--- config.mk ---
export PLATFORM = sky130hd
export DESIGN_NAME = video_to_ram
export DESIGN_NICKNAME = d
export VERILOG_FILES = /design/src/rtl/video_to_ram.sv
export SDC_FILE = /design/constraint.sdc
export NUM_CORES = 1
export LEC_CHECK = 0
export BUFFER_PORTS_ARGS = -buffer_cell sky130_fd_sc_hd__buf_2
export CAP_MARGIN = 40
export CORE_ASPECT_RATIO = 0.8
export CORE_MARGIN = 8
export CORE_UTILIZATION = 30
export DETAILED_ROUTE_END_ITERATION = 8
export PLACE_DENSITY = 0.57
export SYNTH_ARGS = -nofsm -noshare
export SYNTH_HDL_FRONTEND = slang
export SYNTH_SLANG_ARGS = --single-unit
--- constraint.sdc ---
create_clock -name clock -period 4.3 [get_ports clock]
set_clock_uncertainty 0.05 [all_clocks]
set_input_delay 0.215 -clock clock [delete_from_list [all_inputs] [get_ports clock]]
set_output_delay 0.215 -clock clock [all_outputs]
set_load 0.02 [all_outputs]
--- src/rtl/video_to_ram.sv ---
// Writes the visible pixel stream into a line ring buffer and fires a single
// start pulse so the output clock domain begins reading at a fixed line lead.
module video_to_ram #(
    parameter int unsigned H_ACTIVE      = 720,
    parameter int unsigned V_ACTIVE      = 480,
    parameter int unsigned V_ACTIVE_240P = 240,
    parameter int unsigned BUFFER_LINES  = 4,
    parameter int unsigned TRIGGER_LINE  = 2,
    parameter int unsigned ADDR_WIDTH    = 12
) (
    input  logic                  clock,
    input  logic                  reset,
    input  logic [7:0]            red,
    input  logic [7:0]            green,
    input  logic [7:0]            blue,
    input  logic [11:0]           counterX,
    input  logic [11:0]           counterY,
    input  logic                  line_doubler,
    input  logic                  add_line,
    input  logic                  resync,
    output logic [23:0]           wrdata,
    output logic [ADDR_WIDTH-1:0] wraddr,
    output logic                  wren,
    output logic                  starttrigger,
    output logic [11:0]           line_count
);

    localparam int unsigned AW1  = ADDR_WIDTH + 1;
    localparam int unsigned RING = H_ACTIVE * BUFFER_LINES;

    typedef enum logic {WAIT_FRAME, WRITE} state_t;

    state_t                state, state_n;
    logic [11:0]           x_prev;
    logic [ADDR_WIDTH-1:0] line_base, base_n, base_next;
    logic                  triggered, trig_n;
    logic [23:0]           data_n;
    logic [ADDR_WIDTH-1:0] addr_n;
    logic                  wren_n, start_n;
    logic [11:0]           count_n;

    logic        pe, re, in_rows, frame_start, new_line;
    logic [11:0] ye, vl;
    logic [AW1-1:0] base_inc;

    // Decode of the incoming counters; a pixel event is any change of counterX.
    always_comb begin
        pe          = (counterX != x_prev);
        ye          = line_doubler ? {1'b0, counterY[11:1]} : counterY;
        re          = !line_doubler || !counterY[0];
        vl          = add_line ? 12'(V_ACTIVE_240P) : 12'(V_ACTIVE);
        in_rows     = re && (ye < vl);
        frame_start = pe && (counterX == 12'd0) && (counterY == 12'd0);
        new_line    = pe && (counterX == 12'd0) && in_rows && (ye != 12'd0);
        base_inc    = {1'b0, line_base} + AW1'(H_ACTIVE);
        base_next   = (base_inc >= AW1'(RING)) ? '0 : base_inc[ADDR_WIDTH-1:0];
    end

    // Next-state and next-output logic.
    always_comb begin
        state_n = state;
        base_n  = line_base;
        count_n = line_count;
        trig_n  = triggered;
        data_n  = wrdata;
        addr_n  = wraddr;
        wren_n  = 1'b0;
        start_n = 1'b0;
        if (resync) begin
            state_n = WAIT_FRAME;
            trig_n  = 1'b0;
            count_n = 12'd0;
        end else if (frame_start) begin
            state_n = WRITE;
            base_n  = '0;
            count_n = 12'd1;
            wren_n  = 1'b1;
            data_n  = {red, green, blue};
            addr_n  = '0;
            start_n = (TRIGGER_LINE == 0);
            trig_n  = (TRIGGER_LINE == 0);
        end else if (state == WRITE) begin
            if (new_line) begin
                base_n  = base_next;
                count_n = (line_count == 12'hFFF) ? line_count : line_count + 12'd1;
            end
            if (pe && (counterX < 12'(H_ACTIVE)) && in_rows) begin
                wren_n = 1'b1;
                data_n = {red, green, blue};
                addr_n = base_n + ADDR_WIDTH'(counterX);
                if ((counterX == 12'd0) && (ye == 12'(TRIGGER_LINE)) && !triggered) begin
                    start_n = 1'b1;
                    trig_n  = 1'b1;
                end
            end
        end
    end

    always_ff @(posedge clock or posedge reset) begin
        if (reset) state <= WAIT_FRAME;
        else       state <= state_n;
    end

    always_ff @(posedge clock or posedge reset) begin
        if (reset) begin
            x_prev       <= 12'hFFF;
            line_base    <= '0;
            triggered    <= 1'b0;
            wrdata       <= 24'd0;
            wraddr       <= '0;
            wren         <= 1'b0;
            starttrigger <= 1'b0;
            line_count   <= 12'd0;
        end else begin
            x_prev       <= counterX;
            line_base    <= base_n;
            triggered    <= trig_n;
            wrdata       <= data_n;
            wraddr       <= addr_n;
            wren         <= wren_n;
            starttrigger <= start_n;
            line_count   <= count_n;
        end
    end

endmodule

Yosys cells after proc, flatten, opt, wreduce, memory -nomap -nowiden
Index checks and enable logic that the tools add are counted.
{"block": "word_totals", "reg_bits": 76, "latchBits": 0, "ram_bits": 0, "rom_bits": 0, "memories": 0}
{"block": "classes", "add_sub_neg": 3, "multipliers": 0, "div": 0, "magnitude_cmp": 3, "n_eq_ne": 4, "n_shift": 0, "mux": 36, "n_bitwise": 1, "n_reduce_logical": 27}
{"operator": "$mux W12", "count": 16}
{"operator": "$mux W24", "count": 3}
{"operator": "$logic_not A12 Y1", "count": 2}
{"operator": "$mux W1", "count": 16}
{"operator": "$add A12 B10 Y13 const B", "count": 1}
{"operator": "$ge A13 B12 Y1 const B", "count": 1}
{"operator": "$add A12 B1 Y12 const B", "count": 1}
{"operator": "$add A12 B12 Y12", "count": 1}
{"operator": "$eq A12 B12 Y1 const B", "count": 1}
{"operator": "$eq A12 B2 Y1 const B", "count": 1}
{"operator": "$lt A12 B10 Y1 const B", "count": 1}
{"operator": "$lt A12 B9 Y1", "count": 1}
{"operator": "$ne A12 B12 Y1", "count": 1}
{"operator": "$reduce_bool A12 Y1", "count": 1}
{"operator": "$reduce_bool A3 Y1", "count": 4}
{"operator": "$logic_and A1 B1 Y1", "count": 9}
{"operator": "$mux W9", "count": 1}
{"operator": "$reduce_and A3 Y1", "count": 3}
{"operator": "$reduce_bool A2 Y1", "count": 3}
{"operator": "$logic_not A1 Y1", "count": 3}
{"operator": "$ne A3 B3 Y1 const B", "count": 1}
{"operator": "$reduce_and A2 Y1", "count": 1}
{"operator": "$logic_or A1 B1 Y1", "count": 1}
{"operator": "$not A1 Y1", "count": 1}

Depth between registers and ports, before layout
{"block": "depth", "word_depth": 13, "depth_mapped": 21, "mapped_depth_nobuf": 19}

Least setup slack after synthesis
No wires, ideal clock.
{"block": "synth_timing", "kind": "register to register", "start": "reg line_base[5]", "end": "reg wraddr[11]", "setup_time_ns": 0.126, "arrival_time_ns": 3.488, "path_slack_ns": 0.636, "stages_incl_launch_ff": 16, "synth_period_minus_slack_ns": 3.664, "cell_sequence": "dfrtp_1 > ha_1 > and2_1 > a21oi_1 > o31ai_1 > a21oi_1 > nand2_1 > and2_1 > ha_1 > a21o_1 > a21o_1 > a2111oi_2 > o211ai_1 > o211ai_1 > nor3_1 > a221o_1"}
{"block": "synth_via", "elab_chain_len": 11}
{"item": "start, declared", "line_no": "35", "text": "logic [ADDR_WIDTH-1:0] line_base, base_n, base_next;"}
{"item": "start signal, assigned", "line_no": "116", "text": "line_base <= base_n;"}
{"item": "$add A12 B10 Y13", "line_no": "55", "text": "base_inc = {1'b0, line_base} + AW1'(H_ACTIVE);"}
{"item": "$ge A13 B12 Y1", "line_no": "56", "text": "base_next = (base_inc >= AW1'(RING)) ? '0 : base_inc[ADDR_WIDTH-1:0];"}
{"item": "$mux W12", "line_no": "56"}
{"item": "$mux W12 (*)", "line_no": "83", "text": "if (new_line) begin"}
{"item": "$mux W12 (*)", "line_no": "82", "text": "end else if (state == WRITE) begin"}
{"item": "$mux W12 (*)", "line_no": "73", "text": "end else if (frame_start) begin"}
{"item": "$mux W12 (*)", "line_no": "69", "text": "if (resync) begin"}
{"item": "$add A12 B12 Y12 (*)", "line_no": "90", "text": "addr_n = base_n + ADDR_WIDTH'(counterX);"}
{"item": "$mux W12 (*)", "line_no": "87", "text": "if (pe && (counterX < 12'(H_ACTIVE)) && in_rows) begin"}
{"item": "$mux W12 (*)", "line_no": "82"}
{"item": "$mux W12 (*)", "line_no": "73"}
{"item": "end signal, assigned", "line_no": "119", "text": "wraddr <= addr_n;"}
{"item": "end, declared", "line_no": "22", "text": "output logic [ADDR_WIDTH-1:0] wraddr,"}
Mark *: on every way between the ends. The rest lies on a longest branch, timed or not. The select of a mux whose other input is x is not followed.
A chain may end at the register's enable or synchronous reset.

Worst setup path in the final report
{"block": "layout_timing", "start": "in counterX[1]", "end": "reg wraddr[11]"}
{"block": "layout_via", "elab_chain_len": 12, "word_cells_on_any_way": 20, "cone_classes": "add/sub (1); order compare (1); eq/ne (1); mux (7); reduce/logical (10)"}
{"item": "start, declared", "line_no": "16", "text": "input logic [11:0] counterX,"}
{"item": "$ne A12 B12 Y1 or $logic_not A12 Y1 (tied branches)", "line_no": "48, 53, 54"}
{"item": "$logic_and A1 B1 Y1", "line_no": "53, 54"}
{"item": "$logic_and A1 B1 Y1 (2 in series)", "line_no": "54", "text": "new_line = pe && (counterX == 12'd0) && in_rows && (ye != 12'd0);"}
{"item": "$mux W12", "line_no": "83"}
{"item": "$mux W12", "line_no": "82"}
{"item": "$mux W12", "line_no": "73"}
{"item": "$mux W12", "line_no": "69"}
{"item": "$add A12 B12 Y12", "line_no": "90"}
{"item": "$mux W12", "line_no": "87"}
{"item": "$mux W12", "line_no": "82"}
{"item": "$mux W12", "line_no": "73"}
Parallel ways exist; a longest one is shown, timed or not. The select of a mux whose other input is x is not followed.

==> results.tsv <==
metric	value	unit
syn_to_final_growth	28.00	%
postCtsResizedCells	0	
r2r-end	wraddr[11]	
async_reset_ff_share	100.0	%
synth-seq-cells	76	
cts_root_buffer	clkbuf_16	
dieArea	17860	µm²
seqPwrFrac	42.3	%
yosysTopAreaCellShare	38.62	%
fin_setup_tns	0	ns
cts_tree	built	
cts_num_sinks	76	
yosys.cell_types.count	55	
cts_made_buffers	9	
ff2ff_setup_slack	0.48	ns
grt_pass1_wl	18.52	mm
p_int	1.365	mW
status	completed	
synth_ff_type	dfrtp_1	
avgSynthCellArea	9.467	µm²
max_cap_violations	0	
pwr-share-comb	9.0	%
clk_path_buf_depth	2	
rsz0062_at_grt	no	
place_hpwl	8.611	mm
viasPerCell	4.928	
hp-start	red[6]	
drt-total-wl	11.24	mm
slew-limit-headroom	56.74	%
fill_cells	1377	
clkLatencyLatePin	0.33	ns
maxSlewViolCount	0	
leakagePower	2.682	nW
synth-edff-count	0	
first_pass_iters	4	
die_h	121.2	µm
drt_iter0_drc	154	
dp.cells	712	
path_class	input pin to flip-flop	
drive_gt1_share	29.29	%
max_clock_freq	0.2612	GHz
synth_warnings	0	
cp.required	4.47	ns
port_buffers	102	
htreeDepth	3	
route.detailed.drc	0	
wire_per_inst	15.18	µm
yosysMostFrequentCell	nand2_1	
finalHoldViolations	0	
use_met3	4.696	%
instances_no_fill	740	
ys_top_cells_by_area	dfrtp_1 39%, nand2_1 9.1%, dfstp_2 7.6%	
reg2regPathDepth	17	
grt_max_degree	39	
syn_inst	438	
whs	0.01792	ns
diodes	0	
hold-path-endpoint	wrdata[22]	
synth_top_area_cell	dfrtp_1	
cp-end-kind	flip-flop	
period_needed	3.829	ns
crit-reg2reg-launch	line_base[4]	
worstPathArrival	4.00	ns
power_density	331.2	nW/µm²
cp-start-kind	input pin	
hold_depth	3	
die_w	147.4	µm
row_count	38	
grt_pass1_vias	3692	
tightestPinTransition	0.6470	ns
grtUsageMet2	18.51	%
p_sw	392.9	µW
grt-busiest-layer	met2	
cts.clk_slew.worst_paths	0.06	ns
ys_seq_area_share	46.23	%
start_util	30.60	%
hold_path_class	input pin to flip-flop	
setup_viol	0	
worst-path-max-fanout	5	
pwr-share-clk	48.7	%
ir_drop	0.2189	mV
num_io_pins	103	
grt_usage	12.79	%
ys_top_cells_by_count	100 x nand2_1, 64 x dfrtp_1, 23 x o21ai_0	
gp_congestion	0.9148	
post_cts_buffers	0	
fin_nets	624	
core-area	13550	µm²
finalCritPeriodShare	89.05	%
syn_nets	506	
syn-cell-area	4146	µm²
grt_antenna_before_repair	0	
netSwitchingFraction	22.35	%
use_met1	17.40	%
grt_overflow	0	
ant_nets	0	
num_vias	3647	
postCtsHoldBufs	13	
registers in the layout, indices dropped and copies added (netlist names):
signal / flops
wrdata: 24
line_base: 12
line_count: 12
wraddr: 12
x_prev: 12
starttrigger: 1
state: 1
triggered: 1
wren: 1
power groups by stage:
stage / sequential [mW] / combinational [mW] / clock, mW
after detailed placement: 0.756 / 0.149 / 0
after global placement: 0.755 / 0.145 / 0
after CTS: 0.744 / 0.159 / 0.884
after global routing: 0.745 / 0.177 / 0.914
final: 0.744 / 0.158 / 0.856
after floorplan: 0.755 / 0.0862 / 0
worst max path at each step:
| stage | start | endpoint | slack, ns | cells after the start |
|---|---|---|---|---|
| after floorplan | line_base[5] | wraddr[11] | 0.64 | 15 |
| after CTS | counterX[1] | wraddr[11] | 0.46 | 16 |
| after global placement | line_base[4] | wraddr[11] | 0.65 | 17 |
| final | counterX[1] | wraddr[11] | 0.47 | 16 |
| after global routing | counterX[1] | wraddr[11] | 0.14 | 16 |
| after detailed placement | line_base[4] | wraddr[11] | 0.54 | 17 |
layout by cell type (no fill, tap or decap), drive strengths merged, types with 10 or more instances in the layout:
| cell type | instances |
|---|---|
| buf | 108 |
| nand2 | 102 |
| nor4 | 10 |
| nand3 | 14 |
| ha | 14 |
| dfrtp | 64 |
| xor2 | 20 |
| nor2 | 22 |
| inv | 21 |
| dfstp | 12 |
| dlygate4sd3 | 13 |
| and2 | 11 |
| o21ai | 25 |
| nor3 | 12 |
| a21oi | 19 |
critical path, cell delays in order:
cell and delay, ns:
dlygate4sd3_1 0.54, buf_2 0.17, nor4_2 0.32, nand3_2 0.15
o21ba_2 0.30, and3_1 0.18, nand2_1 0.11, and2_1 0.20
ha_1 0.27, a21o_1 0.18, a21o_1 0.21, a2111oi_2 0.47
o211ai_1 0.16, o211ai_1 0.14, nor3_1 0.07, a221o_1 0.32
cells by family (layout without fill, tap and decap cells):
kind of cell	after synthesis	after routing	synth area share [%]
AOI/OAI and AO/OA	85	85	14.00
xor gates and xnor gates	29	29	6.126
adders and majority gates	15	15	4.707
buffers and inverters	35	157	4.345
DFF	76	76	46.23
muxes	4	4	0.9656
and+or+nand+nor	194	194	23.63
layout make-up:
type	instances	area, µm²	area share [%]
multi-input combinational	327	2049	38.61
sequential	76	1917	36.12
timing repair buffer	121	698.2	13.15
clock buffer	9	225.2	4.243
tap	180	225.2	4.243
clock inverter	6	112.6	2.122
inverter	21	80.08	1.509
layer usage:
layer	part of all wire, %	vias to the layer above
met5	0	-
li1	-	1744
met3	8.5	16
met4	1.4	0
met2	40	137
met1	50	1750
stage by stage:
step | util [%] | worst slack [ns] | power, mW | cell area, µm²
detailed placement | 35.72 | 0.5435 | 0.9054 | 4840
floorplan | - | 0.6360 | 0.8413 | 4146
global placement | 35.57 | 0.6522 | 0.9006 | 4820
global route | 39.17 | 0.1372 | 1.836 | 5308
CTS | 39.17 | 0.4606 | 1.787 | 5308
finish | 39.17 | 0.4709 | 1.758 | 5308
Note: power is estimated with default switching activity, not from simulation.
